### src/rtl/oven_pkg.sv
// Oven-wide types and time limits, shared by the cook timer and the display driver.
package oven_pkg;

    typedef enum logic [2:0] {
        ST_IDLE  = 3'd0,
        ST_SET   = 3'd1,
        ST_RUN   = 3'd2,
        ST_PAUSE = 3'd3,
        ST_DONE  = 3'd4
    } state_e;

    // Winning button/door event of a cycle after priority resolution
    typedef enum logic [2:0] {
        EV_NONE,
        EV_CANCEL,
        EV_DOOR,
        EV_START,
        EV_ADD_MIN,
        EV_ADD_10S
    } event_e;

    localparam logic [6:0] MAX_MIN = 7'd99;
    localparam logic [5:0] MAX_SEC = 6'd59;
    localparam logic [5:0] ADD_SEC = 6'd10;
    // Seconds value at which +10 s wraps into the next minute
    localparam logic [5:0] CARRY_AT = 6'd60 - ADD_SEC;

endpackage

### src/rtl/tick_prescaler.sv
// Free-running divider: one-cycle tick every COUNT enabled cycles, restartable by clear.
module tick_prescaler #(
    parameter int COUNT = 100_000_000
) (
    input  logic clk,
    input  logic reset,
    input  logic i_enable,
    input  logic i_clear,
    output logic o_tick
);

    localparam int W = (COUNT > 1) ? $clog2(COUNT) : 1;

    logic [W-1:0] r_count;

    assign o_tick = i_enable && (r_count == W'(COUNT - 1));

    always_ff @(posedge clk or posedge reset) begin
        if (reset) begin
            r_count <= '0;
        end else if (i_clear || o_tick) begin
            r_count <= '0;
        end else if (i_enable) begin
            r_count <= r_count + 1'b1;
        end
    end

endmodule

### src/rtl/cook_timer.sv
// Microwave cook-time sequencer: MM:SS entry, 1 Hz countdown, magnetron enable,
// button beep requests and the completion alarm pulse train.
module cook_timer
    import oven_pkg::*;
#(
    parameter int TICK_COUNT  = 100_000_000,
    parameter int ALARM_GAP   = 200_000_000,
    parameter int ALARM_BEEPS = 3
) (
    input  logic       clk,
    input  logic       reset,
    input  logic       i_btn_add_min,
    input  logic       i_btn_add_10s,
    input  logic       i_btn_start,
    input  logic       i_btn_cancel,
    input  logic       i_door_open,
    output logic [6:0] o_minutes,
    output logic [5:0] o_seconds,
    output logic [2:0] o_state,
    output logic       o_magnetron_en,
    output logic       o_button_pressed,
    output logic       o_completion_alarm
);

    localparam int              BEEP_W    = $clog2(ALARM_BEEPS + 1);
    localparam logic [BEEP_W-1:0] LAST_BEEP = BEEP_W'(ALARM_BEEPS - 1);

    state_e            r_state, w_state_next;
    event_e            w_event;
    logic [6:0]        r_min, w_min_next, w_base_min, w_add_min;
    logic [5:0]        r_sec, w_sec_next, w_base_sec, w_add_sec;
    logic [BEEP_W-1:0] r_beep_cnt, w_beep_next;
    logic              r_mag, r_btn, r_alarm;
    logic              w_btn, w_alarm, w_add_ok, w_cook_tick, w_gap_tick;

    tick_prescaler #(.COUNT(TICK_COUNT)) u_cook_tick (
        .clk      (clk),
        .reset    (reset),
        .i_enable (r_state == ST_RUN),
        .i_clear  (r_state != ST_RUN),
        .o_tick   (w_cook_tick)
    );

    tick_prescaler #(.COUNT(ALARM_GAP)) u_alarm_gap (
        .clk      (clk),
        .reset    (reset),
        .i_enable (r_state == ST_DONE),
        .i_clear  (r_state != ST_DONE),
        .o_tick   (w_gap_tick)
    );

    always_comb begin
        w_event = EV_NONE;
        if (i_btn_cancel)       w_event = EV_CANCEL;
        else if (i_door_open)   w_event = EV_DOOR;
        else if (i_btn_start)   w_event = EV_START;
        else if (i_btn_add_min) w_event = EV_ADD_MIN;
        else if (i_btn_add_10s) w_event = EV_ADD_10S;
    end

    // Adds while running apply on top of this cycle's decrement, so both take effect
    always_comb begin
        w_base_min = r_min;
        w_base_sec = r_sec;
        if (r_state == ST_RUN && w_cook_tick) begin
            if (r_sec == '0) begin
                w_base_min = r_min - 7'd1;
                w_base_sec = MAX_SEC;
            end else begin
                w_base_sec = r_sec - 6'd1;
            end
        end
        w_add_min = w_base_min;
        w_add_sec = w_base_sec;
        if (w_event == EV_ADD_MIN) begin
            if (w_base_min == MAX_MIN) w_add_sec = MAX_SEC;
            else                       w_add_min = w_base_min + 7'd1;
        end else if (w_event == EV_ADD_10S) begin
            if (w_base_sec < CARRY_AT) begin
                w_add_sec = w_base_sec + ADD_SEC;
            end else if (w_base_min == MAX_MIN) begin
                w_add_sec = MAX_SEC;
            end else begin
                w_add_min = w_base_min + 7'd1;
                w_add_sec = w_base_sec - CARRY_AT;
            end
        end
        w_add_ok = (w_add_min != w_base_min) || (w_add_sec != w_base_sec);
    end

    always_comb begin
        w_state_next = r_state;
        w_min_next   = r_min;
        w_sec_next   = r_sec;
        w_beep_next  = '0;
        w_btn        = 1'b0;
        w_alarm      = 1'b0;
        case (r_state)
            ST_IDLE: begin
                if (w_event == EV_ADD_MIN || w_event == EV_ADD_10S) begin
                    w_state_next = ST_SET;
                    w_min_next   = w_add_min;
                    w_sec_next   = w_add_sec;
                    w_btn        = 1'b1;
                end
            end
            ST_SET, ST_PAUSE: begin
                case (w_event)
                    EV_CANCEL: begin
                        w_state_next = ST_IDLE;
                        w_min_next   = '0;
                        w_sec_next   = '0;
                        w_btn        = 1'b1;
                    end
                    EV_START: begin
                        if (r_min != '0 || r_sec != '0) begin
                            w_state_next = ST_RUN;
                            w_btn        = 1'b1;
                        end
                    end
                    EV_ADD_MIN, EV_ADD_10S: begin
                        if (w_add_ok) begin
                            w_min_next = w_add_min;
                            w_sec_next = w_add_sec;
                            w_btn      = 1'b1;
                        end
                    end
                    default: ;
                endcase
            end
            ST_RUN: begin
                case (w_event)
                    EV_CANCEL: begin
                        w_state_next = ST_PAUSE;
                        w_btn        = 1'b1;
                    end
                    EV_DOOR: w_state_next = ST_PAUSE;
                    default: begin
                        w_min_next = w_base_min;
                        w_sec_next = w_base_sec;
                        if (w_add_ok) begin
                            w_min_next = w_add_min;
                            w_sec_next = w_add_sec;
                            w_btn      = 1'b1;
                        end
                        if (w_min_next == '0 && w_sec_next == '0) begin
                            w_state_next = (ALARM_BEEPS > 1) ? ST_DONE : ST_IDLE;
                            w_alarm      = 1'b1;
                            w_beep_next  = BEEP_W'(1);
                        end
                    end
                endcase
            end
            ST_DONE: begin
                case (w_event)
                    EV_NONE: begin
                        w_beep_next = r_beep_cnt;
                        if (w_gap_tick) begin
                            w_alarm = 1'b1;
                            if (r_beep_cnt == LAST_BEEP) w_state_next = ST_IDLE;
                            else                         w_beep_next  = r_beep_cnt + 1'b1;
                        end
                    end
                    EV_DOOR: w_state_next = ST_IDLE;
                    default: begin
                        w_state_next = ST_IDLE;
                        w_btn        = 1'b1;
                    end
                endcase
            end
            default: w_state_next = ST_IDLE;
        endcase
    end

    always_ff @(posedge clk or posedge reset) begin
        if (reset) begin
            r_state    <= ST_IDLE;
            r_min      <= '0;
            r_sec      <= '0;
            r_beep_cnt <= '0;
            r_mag      <= 1'b0;
            r_btn      <= 1'b0;
            r_alarm    <= 1'b0;
        end else begin
            r_state    <= w_state_next;
            r_min      <= w_min_next;
            r_sec      <= w_sec_next;
            r_beep_cnt <= w_beep_next;
            r_mag      <= (w_state_next == ST_RUN);
            r_btn      <= w_btn;
            r_alarm    <= w_alarm;
        end
    end

    assign o_minutes          = r_min;
    assign o_seconds          = r_sec;
    assign o_state            = r_state;
    assign o_magnetron_en     = r_mag;
    assign o_button_pressed   = r_btn;
    assign o_completion_alarm = r_alarm;

endmodule

### config.mk
export PLATFORM = sky130hd
export DESIGN_NAME = cook_timer
export DESIGN_NICKNAME = d
export VERILOG_FILES = /design/src/rtl/oven_pkg.sv /design/src/rtl/tick_prescaler.sv /design/src/rtl/cook_timer.sv
export SDC_FILE = /design/constraint.sdc
export NUM_CORES = 1
export LEC_CHECK = 0
export CAP_MARGIN = 25
export CORE_MARGIN = 4
export CORE_UTILIZATION = 55
export CTS_BUF_LIST = sky130_fd_sc_hd__clkbuf_8
export DETAILED_ROUTE_END_ITERATION = 8
export GPL_ROUTABILITY_DRIVEN = 0
export GPL_TIMING_DRIVEN = 0
export PLACE_DENSITY = 0.85
export SYNTH_ARGS = -nofsm -noshare
export SYNTH_HDL_FRONTEND = slang
export SYNTH_SLANG_ARGS = --single-unit
### constraint.sdc
create_clock -name clk -period 4.5 [get_ports clk]
set_input_delay 0.675 -clock clk [delete_from_list [all_inputs] [get_ports clk]]
set_output_delay 0.675 -clock clk [all_outputs]
set_load 0.005 [all_outputs]
==> metrics.txt <==
status=completed; layer with the highest usage after global routing=met2; number of instances in the synthesized netlist=573; CTS clk-pin slew, worst paths=0.08 ns; total standard cell area after synthesis=5015 µm²; GRT Util Overall=23.89%; min-delay worst type=flop to flop; total vias in the final route=4,654; largest fanout on the critical path=10; power per unit of standard cell area=416.7 nW/µm²; buffer and inverter count on the worst path=3; remaining antenna violation count=0; instance area at placement=5430 µm²; number of maximum-capacitance violations=0; fmax=0.2260 GHz; cts-stage hold buffer count=0; number of antenna violations at the first check in global routing=0; slowest cell delay on critical path=0.58 ns; critical path start-end classification=flop to flop; syn avg cell area=8.752 µm²; largest net degree at the start of global routing=48; worst-case hold slack=0.4880 ns; Layout Nets=634; Leak Pwr=2.270 nW; antenna cells=0; critical register-to-register path startpoint=u_cook_tick.r_count[11]; met2 Track Usage GR=39.22%; CTS tree=yes; worst-case vdd ir drop=0.2339 mV; worst skew pair latency=0.36 ns; Initial Util=56.95%; root buf cell=sky130_fd_sc_hd__clkbuf_8; DRC violations left=0; distinct cell type count after synthesis=72; Total Wirelength=12,430 µm; final hold violations=0; main flop type after synthesis=sky130_fd_sc_hd__dfrtp_1; via count of the first global-routing pass=4,363; grt ovf=0; number of pins with negative max-slew slack in the final report=0; Setup violations, final=0; global routing met1 resource utilization=30.61%; #FFs+latches synth=76; fraction of final layout cells with drive strength greater than 1=11.56%; kind of cell adding the most delay to the critical path=simple AND/OR/NAND/NOR gates; kind of start point of the critical path=flop; CTS buffer count=9; count of boundary I/O pins=26; tightest slew margin relative to the limit=22.99%; proportion of synthesized chip area in sequential cells=37.92%; number of core rows=34; global routing met3 resource utilization=5.567%; number of iterations in the first detailed-routing pass=7; number of sinks on the clock net=76; Top cell by count, worst path=sky130_fd_sc_hd__buf_6; Vias/cell=6.367; post-layout minimum cycle time=4.425 ns; worst endpoint data arrival time=4.66 ns; die outline area=10,710 µm²; initial drt markers=434; worst path required time=4.73 ns; core region area=8806 µm²; sum of net half-perimeters after detailed placement=8676 µm; category of the worst setup path capture point=flop; number of H-tree levels=3; number of synthesized flops with an enable pin=0; count of warnings emitted by yosys=0; worst slew pin tran=1.148 ns; Area Overhead vs Synth=17.54%; crit path max-delay cell type=sky130_fd_sc_hd__or4b_4; Post-Syn Nets=589; Setup crit start=u_cook_tick.r_count[11]; number of buffers on the longest clock path=2; Hold Startpoint=u_cook_tick.r_count[0]; first-pass GRT wire length=20,350 µm; share of the cycle needed by the critical path after routing=98.34%; die outline width=103.5 µm; cells traversed along the worst timing path=or4b_4, or4_1, buf_6, nor3_4, mux2_4, buf_6, inv_2, ha_1, or3_1, a21oi_2, o221ai_1, nor4_4, nand4_2, nand2_4, mux2_1; post-route cell area=5894 µm²; IO buf count=25; async set-or-reset flop fraction in the synthesized netlist=100.0%; wire length per cell=17.01 µm; Clock Skews=0.009234 ns; Die H=103.5 µm
[stage by stage]
stage / cells / setup WS, ns / util (%) / TNS [ns] / total power [W]
after floorplan: 573 / 0.3150 / - / 0 / 0.001411
after global placement: 706 / -0.3998 / 61.32 / -1.857 / 0.001657
after detailed placement: 707 / -0.5336 / 61.67 / -3.138 / 0.001697
after CTS: 726 / 0.02889 / 65.20 / 0 / 0.002372
after global routing: 731 / -0.04670 / 66.94 / -0.08285 / 0.002573
final: 731 / 0.07456 / 66.94 / 0 / 0.002456
[logic make-up (layout without fill, tap and decap cells)]
family | count (synthesis) | count (layout) | share of synthesized area [%]
fa+ha+maj | 9 | 9 | 2.246
xor+xnor | 64 | 64 | 11.33
flops | 76 | 76 | 37.92
buf+inv | 35 | 85 | 2.994
mux | 11 | 11 | 2.345
simple gates | 281 | 281 | 29.59
compound gates | 97 | 97 | 13.57
[worst paths after layout]
| check | slack (ns) | cells after the start | to |
|---|---|---|---|
| worst max-delay path | 0.07 | 15 | o_seconds[5] |
| worst min-delay path | 0.49 | 1 | u_cook_tick.r_count[0] |
| worst max register to register | 0.07 | 15 | o_seconds[5] |
| worst min register to register | 0.49 | 1 | u_cook_tick.r_count[0] |
| max in group asynchronous | 3.30 | 3 | u_alarm_gap.r_count[11] |
| min in group asynchronous | 0.67 | 2 | u_cook_tick.r_count[15] |
[layout make-up]
cell class	count	area, µm²
multi-input combinational	462	3114
buffer	17	86.33
fill	682	2912
clock buffer	9	123.9
timing repair buffer	34	337.8
inverter	18	70.07
sequential	76	1903
clock inverter	7	123.9
tap	108	135.1
[worst register-to-register path, cell delays in order (launching register included)]
cell                       delay, ns
sky130_fd_sc_hd__dfrtp_2        0.44
sky130_fd_sc_hd__or4b_4         0.58
sky130_fd_sc_hd__or4_1          0.43
sky130_fd_sc_hd__buf_6          0.16
sky130_fd_sc_hd__nor3_4         0.22
sky130_fd_sc_hd__mux2_4         0.21
sky130_fd_sc_hd__buf_6          0.14
sky130_fd_sc_hd__inv_2          0.08
sky130_fd_sc_hd__ha_1           0.21
sky130_fd_sc_hd__or3_1          0.39
sky130_fd_sc_hd__a21oi_2        0.21
sky130_fd_sc_hd__o221ai_1       0.19
sky130_fd_sc_hd__nor4_4         0.29
sky130_fd_sc_hd__nand4_2        0.22
sky130_fd_sc_hd__nand2_4        0.19
sky130_fd_sc_hd__mux2_1         0.34
[synth_stat cells, types with 3 or more instances]
cell | n | area (µm²)
sky130_fd_sc_hd__clkbuf_1 | 13 | 48.80
sky130_fd_sc_hd__nand2b_1 | 6 | 37.54
sky130_fd_sc_hd__and3_1 | 13 | 81.33
sky130_fd_sc_hd__xor2_1 | 35 | 306.5
sky130_fd_sc_hd__a211oi_1 | 9 | 67.56
sky130_fd_sc_hd__nor2_1 | 94 | 352.8
sky130_fd_sc_hd__mux2i_1 | 5 | 50.05
sky130_fd_sc_hd__inv_1 | 17 | 63.81
sky130_fd_sc_hd__nand4_1 | 16 | 100.1
sky130_fd_sc_hd__nand3_1 | 33 | 165.2
sky130_fd_sc_hd__o22ai_1 | 4 | 25.02
sky130_fd_sc_hd__nor2b_1 | 8 | 50.05
sky130_fd_sc_hd__xnor2_1 | 28 | 245.2
sky130_fd_sc_hd__or3_1 | 5 | 31.28
sky130_fd_sc_hd__nor4_1 | 5 | 31.28
sky130_fd_sc_hd__a211o_1 | 4 | 35.03
sky130_fd_sc_hd__ha_1 | 9 | 112.6
sky130_fd_sc_hd__o21ai_0 | 22 | 110.1
sky130_fd_sc_hd__a31oi_1 | 3 | 18.77
sky130_fd_sc_hd__nor3b_1 | 3 | 22.52
sky130_fd_sc_hd__or4_1 | 5 | 37.54
sky130_fd_sc_hd__a21oi_1 | 15 | 75.07
sky130_fd_sc_hd__a32o_1 | 6 | 60.06
sky130_fd_sc_hd__and4_1 | 5 | 43.79
sky130_fd_sc_hd__mux2_2 | 4 | 45.04
sky130_fd_sc_hd__and2_1 | 3 | 18.77
sky130_fd_sc_hd__o221ai_1 | 4 | 35.03
sky130_fd_sc_hd__nor3_1 | 20 | 100.1
sky130_fd_sc_hd__dfrtp_1 | 76 | 1902
sky130_fd_sc_hd__o2111ai_1 | 3 | 26.28
sky130_fd_sc_hd__o21bai_1 | 3 | 22.52
sky130_fd_sc_hd__nand2_1 | 43 | 161.4
[registers in the layout, indices dropped and copies added (netlist names)]
signal	flops
o_state	3
u_alarm_gap.r_count	28
o_magnetron_en	1
o_button_pressed	1
r_beep_cnt	2
o_completion_alarm	1
o_minutes	7
o_seconds	6
u_cook_tick.r_count	27
[repair_timing]
action                                  CTS  global route
cloned                                    0             0
setup buffers                             3             5
endpoints found under the hold margin     0             0
endpoints found under the setup margin   13            13
pin swaps                                 3             7
resized for setup                         9            22
[per-layer routing]
layer / part of all wire [%] / wire (µm)
met5: 0 / 0
met4: 2.6 / 325
met3: 8.1 / 1004
met2: 48 / 6006
met1: 41 / 5096
[layout by cell type (no fill, tap or decap), types with 4 or more instances in the layout]
cell                              netlist  layout
sky130_fd_sc_hd__buf_4                  1       8
sky130_fd_sc_hd__o221ai_1               4       4
sky130_fd_sc_hd__nand2_1               43      42
sky130_fd_sc_hd__ha_1                   9       8
sky130_fd_sc_hd__inv_1                 17      15
sky130_fd_sc_hd__a211oi_1               9       8
sky130_fd_sc_hd__nor3_1                20      19
sky130_fd_sc_hd__nor2b_1                8       8
sky130_fd_sc_hd__nor4_4                 2       5
sky130_fd_sc_hd__a211o_1                4       4
sky130_fd_sc_hd__clkbuf_8               0       9
sky130_fd_sc_hd__and4_1                 5       4
sky130_fd_sc_hd__and3_1                13      13
sky130_fd_sc_hd__a21oi_1               15      13
sky130_fd_sc_hd__nand4_1               16      16
sky130_fd_sc_hd__o21ai_0               22      22
sky130_fd_sc_hd__nor2_1                94      92
sky130_fd_sc_hd__a32o_1                 6       6
sky130_fd_sc_hd__o22ai_1                4       4
sky130_fd_sc_hd__dfrtp_1               76      75
sky130_fd_sc_hd__mux2i_1                5       4
sky130_fd_sc_hd__or3_1                  5       5
sky130_fd_sc_hd__nand3_1               33      32
sky130_fd_sc_hd__or4_1                  5       5
sky130_fd_sc_hd__clkdlybuf4s50_1        0      25
sky130_fd_sc_hd__clkbuf_1              13      13
sky130_fd_sc_hd__xnor2_1               28      27
sky130_fd_sc_hd__xor2_1                35      35
sky130_fd_sc_hd__nand2b_1               6       6
[where the power goes]
part	leakage [nW]	switching, W	internal (W)
clock	0.120	0.000275	0.000372
combinational	1.10	0.000614	0.000404
sequential	1.05	0.0000602	0.000731
total	2.27	0.000950	0.00151
No activity file was read; power rests on OpenSTA's default activity.
